`src/rtl/bus_arb_pkg.sv`:
```
// Shared types and default sizing for the two-master bus arbiter.
package bus_arb_pkg;

  // Bus owner / winner encoding; NONE means the bus is idle.
  typedef enum logic [1:0] {
    NONE = 2'd0,
    M0   = 2'd1,
    M1   = 2'd2
  } owner_e;

  localparam int unsigned ADDR_W_DEFAULT    = 32;
  localparam int unsigned DATA_W_DEFAULT    = 32;
  localparam int unsigned MAX_BURST_DEFAULT = 4;

  // Beat counter width; enough for MAX_BURST up to 15.
  localparam int unsigned CNT_W = 4;

endpackage

```
`src/rtl/bus_arb_sel.sv`:
```
// Combinational winner selection for the two-master arbiter.
module bus_arb_sel
  import bus_arb_pkg::*;
#(
  parameter int unsigned MAX_BURST = MAX_BURST_DEFAULT
) (
  input  logic             i_m0_req,
  input  logic             i_m1_req,
  input  logic [1:0]       i_owner,
  input  logic [1:0]       i_last,
  input  logic [CNT_W-1:0] i_beat_cnt,
  output logic [1:0]       o_winner
);

  localparam logic [CNT_W-1:0] MaxCnt = CNT_W'(MAX_BURST);

  owner_e w_owner;
  owner_e w_last;
  owner_e w_win;
  logic   w_burst_open;

  assign w_owner      = owner_e'(i_owner);
  assign w_last       = owner_e'(i_last);
  // The current owner may continue while its burst has room left.
  assign w_burst_open = (i_beat_cnt < MaxCnt);

  // Pick the winner: owner continuation first, then single request, then fairness on contention.
  always_comb begin
    w_win = NONE;
    if (w_owner == M0 && i_m0_req && (w_burst_open || !i_m1_req)) begin
      w_win = M0;
    end else if (w_owner == M1 && i_m1_req && (w_burst_open || !i_m0_req)) begin
      w_win = M1;
    end else if (i_m0_req && i_m1_req) begin
      // Contention with an expired burst hands over; from idle, alternate against last.
      unique case (w_owner)
        M0:      w_win = M1;
        M1:      w_win = M0;
        default: w_win = (w_last == M0) ? M1 : M0;
      endcase
    end else if (i_m0_req) begin
      w_win = M0;
    end else if (i_m1_req) begin
      w_win = M1;
    end
  end

  assign o_winner = w_win;

endmodule

```
`src/rtl/bus_arbiter.sv`:
```
// Two-master single-beat bus arbiter (CPU data port m0, DMA m1) in front of a shared RAM.
// Zero-latency grant, bounded bursts, one-cycle read return per master.
module bus_arbiter
  import bus_arb_pkg::*;
#(
  parameter int unsigned ADDR_W    = ADDR_W_DEFAULT,
  parameter int unsigned DATA_W    = DATA_W_DEFAULT,
  parameter int unsigned MAX_BURST = MAX_BURST_DEFAULT
) (
  input  logic              i_clk,
  input  logic              i_reset,
  input  logic              i_m0_req,
  input  logic              i_m0_we,
  input  logic [ADDR_W-1:0] i_m0_addr,
  input  logic [DATA_W-1:0] i_m0_wdata,
  input  logic              i_m1_req,
  input  logic              i_m1_we,
  input  logic [ADDR_W-1:0] i_m1_addr,
  input  logic [DATA_W-1:0] i_m1_wdata,
  output logic              o_m0_gnt,
  output logic [DATA_W-1:0] o_m0_rdata,
  output logic              o_m0_rvalid,
  output logic              o_m1_gnt,
  output logic [DATA_W-1:0] o_m1_rdata,
  output logic              o_m1_rvalid,
  output logic              o_bus_we,
  output logic [ADDR_W-1:0] o_bus_addr,
  output logic [DATA_W-1:0] o_bus_wdata,
  input  logic [DATA_W-1:0] i_bus_rdata
);

  localparam logic [CNT_W-1:0] MaxCnt = CNT_W'(MAX_BURST);

  owner_e             r_owner;
  owner_e             r_last;
  logic [CNT_W-1:0]   r_beat_cnt;
  owner_e             w_owner_d;
  owner_e             w_last_d;
  logic [CNT_W-1:0]   w_beat_cnt_d;
  logic [1:0]         w_sel_winner;
  owner_e             w_winner;
  logic [DATA_W-1:0]  r_m0_rdata;
  logic [DATA_W-1:0]  r_m1_rdata;
  logic               r_m0_rvalid;
  logic               r_m1_rvalid;

  bus_arb_sel #(
    .MAX_BURST (MAX_BURST)
  ) u_sel (
    .i_m0_req   (i_m0_req),
    .i_m1_req   (i_m1_req),
    .i_owner    (r_owner),
    .i_last     (r_last),
    .i_beat_cnt (r_beat_cnt),
    .o_winner   (w_sel_winner)
  );

  // Reset suppresses any grant in the same cycle.
  assign w_winner = i_reset ? NONE : owner_e'(w_sel_winner);

  // Arbitration state register.
  always_ff @(posedge i_clk) begin
    if (i_reset) begin
      r_owner    <= NONE;
      r_last     <= M1;
      r_beat_cnt <= '0;
    end else begin
      r_owner    <= w_owner_d;
      r_last     <= w_last_d;
      r_beat_cnt <= w_beat_cnt_d;
    end
  end

  // Next arbitration state: extend the owner's burst or start a fresh count.
  always_comb begin
    w_owner_d    = r_owner;
    w_last_d     = r_last;
    w_beat_cnt_d = r_beat_cnt;
    if (w_winner == NONE) begin
      w_owner_d    = NONE;
      w_beat_cnt_d = '0;
    end else begin
      w_owner_d = w_winner;
      w_last_d  = w_winner;
      if (w_winner == r_owner) begin
        w_beat_cnt_d = (r_beat_cnt >= MaxCnt) ? MaxCnt : r_beat_cnt + 4'd1;
      end else begin
        w_beat_cnt_d = 4'd1;
      end
    end
  end

  // Grants and bus mux driven by the winner; idle bus is all zero.
  always_comb begin
    o_m0_gnt    = 1'b0;
    o_m1_gnt    = 1'b0;
    o_bus_we    = 1'b0;
    o_bus_addr  = '0;
    o_bus_wdata = '0;
    unique case (w_winner)
      M0: begin
        o_m0_gnt    = 1'b1;
        o_bus_we    = i_m0_we;
        o_bus_addr  = i_m0_addr;
        o_bus_wdata = i_m0_wdata;
      end
      M1: begin
        o_m1_gnt    = 1'b1;
        o_bus_we    = i_m1_we;
        o_bus_addr  = i_m1_addr;
        o_bus_wdata = i_m1_wdata;
      end
      default: ;
    endcase
  end

  // Read return: capture RAM data on a granted read, pulse rvalid the next cycle.
  always_ff @(posedge i_clk) begin
    if (i_reset) begin
      r_m0_rvalid <= 1'b0;
      r_m1_rvalid <= 1'b0;
      r_m0_rdata  <= '0;
      r_m1_rdata  <= '0;
    end else begin
      r_m0_rvalid <= o_m0_gnt & ~i_m0_we;
      r_m1_rvalid <= o_m1_gnt & ~i_m1_we;
      if (o_m0_gnt && !i_m0_we) r_m0_rdata <= i_bus_rdata;
      if (o_m1_gnt && !i_m1_we) r_m1_rdata <= i_bus_rdata;
    end
  end

  assign o_m0_rdata  = r_m0_rdata;
  assign o_m1_rdata  = r_m1_rdata;
  assign o_m0_rvalid = r_m0_rvalid;
  assign o_m1_rvalid = r_m1_rvalid;

endmodule
```
`config.mk`:
```
export PLATFORM = sky130hd
export DESIGN_NAME = bus_arbiter
export DESIGN_NICKNAME = d
export VERILOG_FILES = /design/src/rtl/bus_arb_pkg.sv /design/src/rtl/bus_arb_sel.sv /design/src/rtl/bus_arbiter.sv
export SDC_FILE = /design/constraint.sdc
export NUM_CORES = 1
export LEC_CHECK = 0
export CORE_MARGIN = 3
export CORE_UTILIZATION = 26
export DETAILED_ROUTE_END_ITERATION = 8
export HOLD_SLACK_MARGIN = 0.1
export PLACE_DENSITY = 0.66
export SLEW_MARGIN = 5
export SYNTH_ARGS = -nofsm -noshare
export SYNTH_HDL_FRONTEND = slang
export SYNTH_SLANG_ARGS = --single-unit
```
`constraint.sdc`:
```
create_clock -name i_clk -period 6 [get_ports i_clk]
set_input_delay 1.2 -clock i_clk [delete_from_list [all_inputs] [get_ports i_clk]]
set_output_delay 1.2 -clock i_clk [all_outputs]
set_load 0.03 [all_outputs]
```
==> reports/qor.yml, run 1 <==
detailed_routing:
  num_vias: 4465
  wire_per_inst_um: 17.10
  drc: 0
  routed_via_density: 4.745
  drt_iter0_markers: 221
  first_pass_iters: 4
  wl_um: 16090
  ant_nets: 0
synthesis:
  netlist.area_leader.share_pct: 40.31
  synthAdderAreaFrac_pct: 2.383
  synth-seq-cells: 74
  syn_nets: 660
  synth.cell_area_um2: 3675
  ys_warn_count: 0
  yosys.area_share.simple_pct: 26.56
  synthCells: 487
  seq_area_frac_synth_pct: 40.31
  syn_avg_cell_area_um2: 7.546
  synthDistinctLibCells: 28
  synthMuxAreaShare_pct: 0.3064
  yosys.area.top_type: "dfxtp_1"
  synth_top_cells_by_area: "dfxtp_1 (40%), a22oi_1 (13%), nand2_1 (13%)"
  synth_top_family_by_area: "simple AND/OR/NAND/NOR gates"
  synth_compound_area_share_pct: 24.55
  synth_xor_xnor_area_share_pct: 0.4767
layout:
  n_antenna_cell: 0
  drive_gt1_share_pct: 6.144
  area_growth_pct: 96.15
  layout_common_cells: "clkdlybuf4s50_1 (286), nand2_1 (130), dfxtp_1 (74)"
  n_fill_cell: 1234
  layout.cells.non_filler: 941
  ff_latch_area_um2: 1481
  final_nets: 933
  layout_commonest_cell: "clkdlybuf4s50_1"
  design_area_um2: 7208
  multi_input_area_um2: 2008
clock_tree:
  cts_setup_buffers: 0
  clock_latency_ns: 0.33
  htreeDepth: 3
  root_buffer: "clkbuf_16"
  cts_sinks: 74
  cts_buffers: 9
  cts_hold_buf: 0
  ctsResizeCount: 0
  cts_tree: "yes"
  path_clk_slew_ns: 0.05
  cts.path.max_buffers: 2
min_path:
  hold_path_class: "reg2reg"
timing:
  fin_ws_ns: 0.6205
  finalCritPeriodShare_pct: 89.66
  period_minus_slack_ns: 5.379
  slew_violations: 0
  finalSetupTns_ns: 0
  finalSetupViolations: 0
  fin_worst_skew_ns: 0.005426
  tightest_slew_ns: 0.6968
  rsz0062_at_grt: "false"
  hold_viol: 0
  fmax_ghz: 0.1859
  slew_headroom_pct: 53.54
pwr:
  seqPwrFrac_pct: 35.2
  p_leak_nw: 2.461
  switching_share_pct: 27.93
  combPwrFrac_pct: 28.4
  ir_worst_vdd_mv: 0.1056
  pwr-share-clk_pct: 36.3
  powerDensity_nw_per_um2: 204.0
  power_switching_w: 0.0004106
  total_power_w: 0.001470
  internal_power_w: 0.001060
floorplanning:
  core_area_um2: 13510
  die-area_um2: 15600
  die_y_um: 124.9
  die_w_um: 124.9
  start_util_pct: 27.21
  fp-row-count: 42
  boundaryPins: 299
critical_path:
  cp.arrival_ns: 4.18
  required_ns: 4.80
  crit_path_end_kind: "output port"
  crit_fanout: 65
  start_kind: "input pin"
  critical_path_class: "in2out"
global_routing:
  grt_pass1_wl_um: 24230
  grt_overflow: 0
  grt_usage_pct: 19.52
  grt_pass1_vias: 4556
  grt_antenna_before_repair: 0
  grt_max_degree: 71
place:
  post-place-ws_ns: 0.6116
  placed_cells: 925
  place_area_um2: 6904
  port_buffers: 298
  gp_congestion: 0.8783
  dp_hpwl_um: 12670
flow_run:
  max_cap_violations: 0
run_status:
  status: "complete, no violations"
==> area by class of cell <==
type                            count  share of cell area [%]
Multi-Input combinational cell    361                   27.86
Sequential cell                    74                   20.55
Inverter                            7                  0.3645
Clock inverter                      6                  0.9026
Clock buffer                       10                   3.315
Timing Repair Buffer              307                   43.95
Tap cell                          176                   3.055
==> sequential cells by signal, summed over array words and instances, names as in the netlist <==
signal and cells:
r_beat_cnt 4, o_m1_rdata 32, o_m0_rdata 32, r_last 2, o_m0_rvalid 1, r_owner 2
o_m1_rvalid 1
==> worst paths after layout <==
path,startpoint,end,slack [ns],depth (start not counted)
hold / removal,o_m1_rdata[9]$_SDFFE_PP0P_,o_m1_rdata[9]$_SDFFE_PP0P_,0.46,2
setup reg to reg,r_owner[0]$_SDFF_PP0_,o_m0_rdata[4]$_SDFFE_PP0P_,2.96,13
setup / recovery,i_m0_req,o_bus_addr[18],0.62,8
hold reg to reg,o_m1_rdata[9]$_SDFFE_PP0P_,o_m1_rdata[9]$_SDFFE_PP0P_,0.46,2
==> power by group through the flow <==
stage	combinational [W]	clock [W]	sequential (W)
floorplan	0.000168	0	0.000554
CTS	0.000423	0.000549	0.000518
global placement	0.000417	0	0.000528
finish	0.000418	0.000534	0.000518
detailed placement	0.000421	0	0.000529
global route	0.000444	0.000572	0.000520
==> through the flow <==
step / util, % / hold slack (ns)
2_1_floorplan: - / 0.4361
3_5_place_dp: 51.12 / 0.4473
5_1_grt: 53.37 / 0.4713
3_3_place_gp: 51.12 / 0.4420
6_report: 53.37 / 0.4552
4_1_cts: 53.37 / 0.4555
==> cell usage after synthesis <==
| cell | n |
|---|---|
| o22a_1 | 1 |
| mux2_2 | 1 |
| o21ai_1 | 1 |
| a311oi_2 | 1 |
| o21ai_4 | 1 |
| o21a_1 | 1 |
| inv_1 | 6 |
| nand2_1 | 130 |
| a22oi_1 | 65 |
| or2_1 | 1 |
| clkbuf_1 | 44 |
| a32o_2 | 1 |
| a211o_1 | 1 |
| conb_1 | 1 |
| inv_2 | 1 |
| buf_1 | 1 |
| nor2_2 | 1 |
| a21oi_1 | 65 |
| nand2b_1 | 2 |
| xnor2_1 | 2 |
| dfxtp_1 | 74 |
| nor3_1 | 4 |
| nand3_1 | 1 |
| nor2b_1 | 67 |
| nor2_1 | 5 |
| o31ai_1 | 1 |
| o31a_1 | 1 |
| ha_1 | 7 |
==> worst max-delay path, cell delays in order <==
cell and delay (ns):
clkdlybuf4s50_1 0.51, o21ai_1 0.14, o22a_1 0.28, or2_1 0.29
ha_1 0.30, buf_4 0.40, nor2b_1 0.32, clkdlybuf4s50_1 0.72
==> logic make-up (layout without fill, tap and decap cells) <==
group	count (synthesis)	in the layout
XOR/XNOR	2	2
buffers and inverters	52	330
flip-flops	74	74
multiplexers	1	1
adder cells (fa/ha/maj)	7	7
AND/OR/NAND/NOR	211	211
other	1	1
AO/OA/AOI/OAI	139	139
==> routing by layer <==
layer	up-vias	track usage [%]	wire [um]
met5	-	0	0
met4	0	6.888	413
met3	20	7.333	1471
met2	194	36.77	8641
met1	2064	19.51	5563
li1	2187	-	-
Power figures use the tool's default switching activity.
==> inputs of run 2 (changes only) <==
--- a/config.mk
+++ b/config.mk
@@ -10,7 +10,9 @@
 export DETAILED_ROUTE_END_ITERATION = 8
 export HOLD_SLACK_MARGIN = 0.1
 export PLACE_DENSITY = 0.66
-export SLEW_MARGIN = 5
+export SETUP_SLACK_MARGIN = 0.5
+export SLEW_MARGIN = 20
 export SYNTH_ARGS = -nofsm -noshare
 export SYNTH_HDL_FRONTEND = slang
+export SYNTH_HIERARCHICAL = 1
 export SYNTH_SLANG_ARGS = --single-unit
==> reports/qor.yml, run 2 <==
run_status:
  status: "complete, no violations"
timing:
  tightest_slew_ns: 0.7820
  fin_worst_skew_ns: 0.006282
  slew_headroom_pct: 47.63
  hold_viol: 0
  slew_violations: 0
  finalSetupViolations: 0
  fmax_ghz: 0.1924
  finalCritPeriodShare_pct: 86.63
  rsz0062_at_grt: "false"
  finalSetupTns_ns: 0
  period_minus_slack_ns: 5.198
  whs_ns: 0.4528
layout:
  layout_commonest_cell: "clkdlybuf4s50_1"
  final_nets: 933
  n_fill_cell: 1330
  layout_common_cells: "clkdlybuf4s50_1 (297), nand2_1 (129), dfxtp_1 (74)"
  drive_gt1_share_pct: 3.791
  design_area_um2: 7118
  area_growth_pct: 88.32
  n_antenna_cell: 0
clock_tree:
  htreeDepth: 3
  cts_tree: "yes"
  root_buffer: "clkbuf_16"
  clock_latency_ns: 0.32
  cts.path.max_buffers: 2
  path_clk_slew_ns: 0.06
  cts_buffers: 9
  cts_setup_buffers: 0
  cts_sinks: 74
pwr:
  pwr-share-clk_pct: 37.9
  power_switching_w: 0.0004053
  total_power_w: 0.001503
  switching_share_pct: 26.97
  seqPwrFrac_pct: 34.5
  p_leak_nw: 2.416
  internal_power_w: 0.001097
  powerDensity_nw_per_um2: 211.1
  combPwrFrac_pct: 27.6
  ir_worst_vdd_mv: 0.1590
floorplanning:
  die-area_um2: 16020
  die_w_um: 126.6
  core_area_um2: 14040
  boundaryPins: 299
  start_util_pct: 26.92
  die_y_um: 126.6
  fp-row-count: 43
critical_path:
  ff2ff_path_depth: 12
  r2r_slack_ns: 2.82
  cp.arrival_ns: 4.00
  start_kind: "input pin"
  crit_fanout: 33
  critical_path_class: "in2out"
  crit_path_end_kind: "output port"
  required_ns: 4.80
  rr_startpoint: "r_owner[0]$_SDFF_PP0_"
  timing.rr.end: "o_m1_rdata[13]$_SDFFE_PP0P_"
synthesis:
  yosys.area.top_type: "dfxtp_1"
  yosys.area_share.simple_pct: 26.55
  synth_top_cells_by_area: "dfxtp_1 (39%), a22oi_1 (13%), nand2_1 (13%)"
  async_flop_share_pct: 0
  synthMuxAreaShare_pct: 0.2648
  synth_edf_count: 0
  syn_avg_cell_area_um2: 7.746
  ys_warn_count: 6
  seq_area_frac_synth_pct: 39.19
  synthCells: 488
  syn_nets: 661
  synth_xor_xnor_area_share_pct: 0.4634
  synth_top_family_by_area: "simple AND/OR/NAND/NOR gates"
  synthDistinctLibCells: 26
  synth-seq-cells: 74
  synth.most_common_cell: "nand2_1"
  synthFlopType: "dfxtp_1"
  synth.cell_area_um2: 3780
  netlist.area_leader.share_pct: 39.19
  synthTopCellsByCount: "nand2_1 (129), dfxtp_1 (74), nor2b_1 (68), a21oi_1 (65), a22oi_1 (65)"
  synthAdderAreaFrac_pct: 2.317
  synth_compound_area_share_pct: 22.97
detailed_routing:
  wl_um: 16410
  first_pass_iters: 4
  ant_nets: 0
  drc: 0
  drt_iter0_markers: 293
  routed_via_density: 4.786
  wire_per_inst_um: 17.37
  num_vias: 4523
global_routing:
  grt_pass1_vias: 4476
  grt_usage_pct: 19.10
  grt_antenna_before_repair: 0
  grt_pass1_wl_um: 24290
  grt_max_degree: 71
  grt_overflow: 0
place:
  gp_congestion: 0.8270
  dp_hpwl_um: 12970
  port_buffers: 298
  place_area_um2: 6788
min_path:
  hold_path_class: "reg2reg"
  min_from: "o_m1_rdata[9]$_SDFFE_PP0P_"
  hold_end: "o_m1_rdata[9]$_SDFFE_PP0P_"
  min_delay_path_depth: 2
flow_run:
  max_cap_violations: 0
==> run 2: cell types whose count changed after synthesis, moves of 6 or more <==
cell,delta
buf_6,+6
buf_4,+13
clkbuf_1,-32
buf_2,+15
==> run 2: worst max-delay path, cell delays in order <==
cell             delay, ns
clkdlybuf4s50_1       0.49
inv_1                 0.06
a21oi_1               0.10
o21bai_1              0.18
nand2b_1              0.19
inv_1                 0.14
ha_4                  0.37
buf_4                 0.32
a22oi_1               0.11
nor2b_1               0.14
clkdlybuf4s50_1       0.69
==> run 2: kinds of logic (layout without fill, tap and decap cells) <==
family,Yosys count,count (layout)
compound gates,137,137
xor+xnor,2,2
fa+ha+maj,7,7
buf+inv,52,329
flops,74,74
mux,1,1
other cells,1,1
simple gates,214,214
==> run 2: routing by layer <==
layer / track usage, % / part of all wire, % / wire (um)
met2: 34.59 / 52 / 8466
met1: 20.07 / 36 / 5899
met5: 0 / 0 / 0
met4: 8.517 / 4.0 / 662
met3: 6.232 / 8.4 / 1385
==> run 2: power groups by stage <==
| stage | clock [W] | combinational (W) | sequential, W |
|---|---|---|---|
| 6_report | 0.000569 | 0.000415 | 0.000519 |
| 5_1_grt | 0.000604 | 0.000441 | 0.000520 |
| 4_1_cts | 0.000582 | 0.000416 | 0.000519 |
| 3_5_place_dp | 0 | 0.000415 | 0.000529 |
| 3_3_place_gp | 0 | 0.000410 | 0.000528 |
| 2_1_floorplan | 0 | 0.000178 | 0.000554 |
==> run 2: repair_timing <==
action | in CTS | in global routing
hold buffers | 0 | 0
resized for setup | 0 | 1
endpoints found under the setup margin | 0 | 36
==> run 2: layout make-up <==
class / count / area [um^2] / area share, %
tap: 180 / 225.2 / 3.164
sequential: 74 / 1481 / 20.81
clock buffer: 12 / 246.5 / 3.463
clock inverter: 4 / 73.82 / 1.037
inverter: 6 / 22.52 / 0.3164
timing repair buffer: 307 / 3058 / 42.96
multi-input combinational: 362 / 2011 / 28.25
==> run 2: how the worst max path moves through the flow <==
stage,startpoint,end,slack (ns)
2_1_floorplan,i_m0_req,o_bus_addr[11],1.77
3_3_place_gp,i_m0_req,o_bus_wdata[30],0.64
3_5_place_dp,i_m0_req,o_bus_addr[2],0.59
4_1_cts,i_m0_req,o_bus_addr[2],0.57
5_1_grt,i_m0_req,o_bus_addr[5],0.58
6_report,i_m0_req,o_bus_wdata[29],0.80
==> run 2: stage by stage <==
step           util (%)  setup WS (ns)  instances
2_1_floorplan         -          1.774        488
3_3_place_gp      48.34         0.6409        929
3_5_place_dp      48.34         0.5859        929
4_1_cts           50.62         0.5734        945
5_1_grt           50.69         0.5837        945
6_report          50.69         0.8020        945
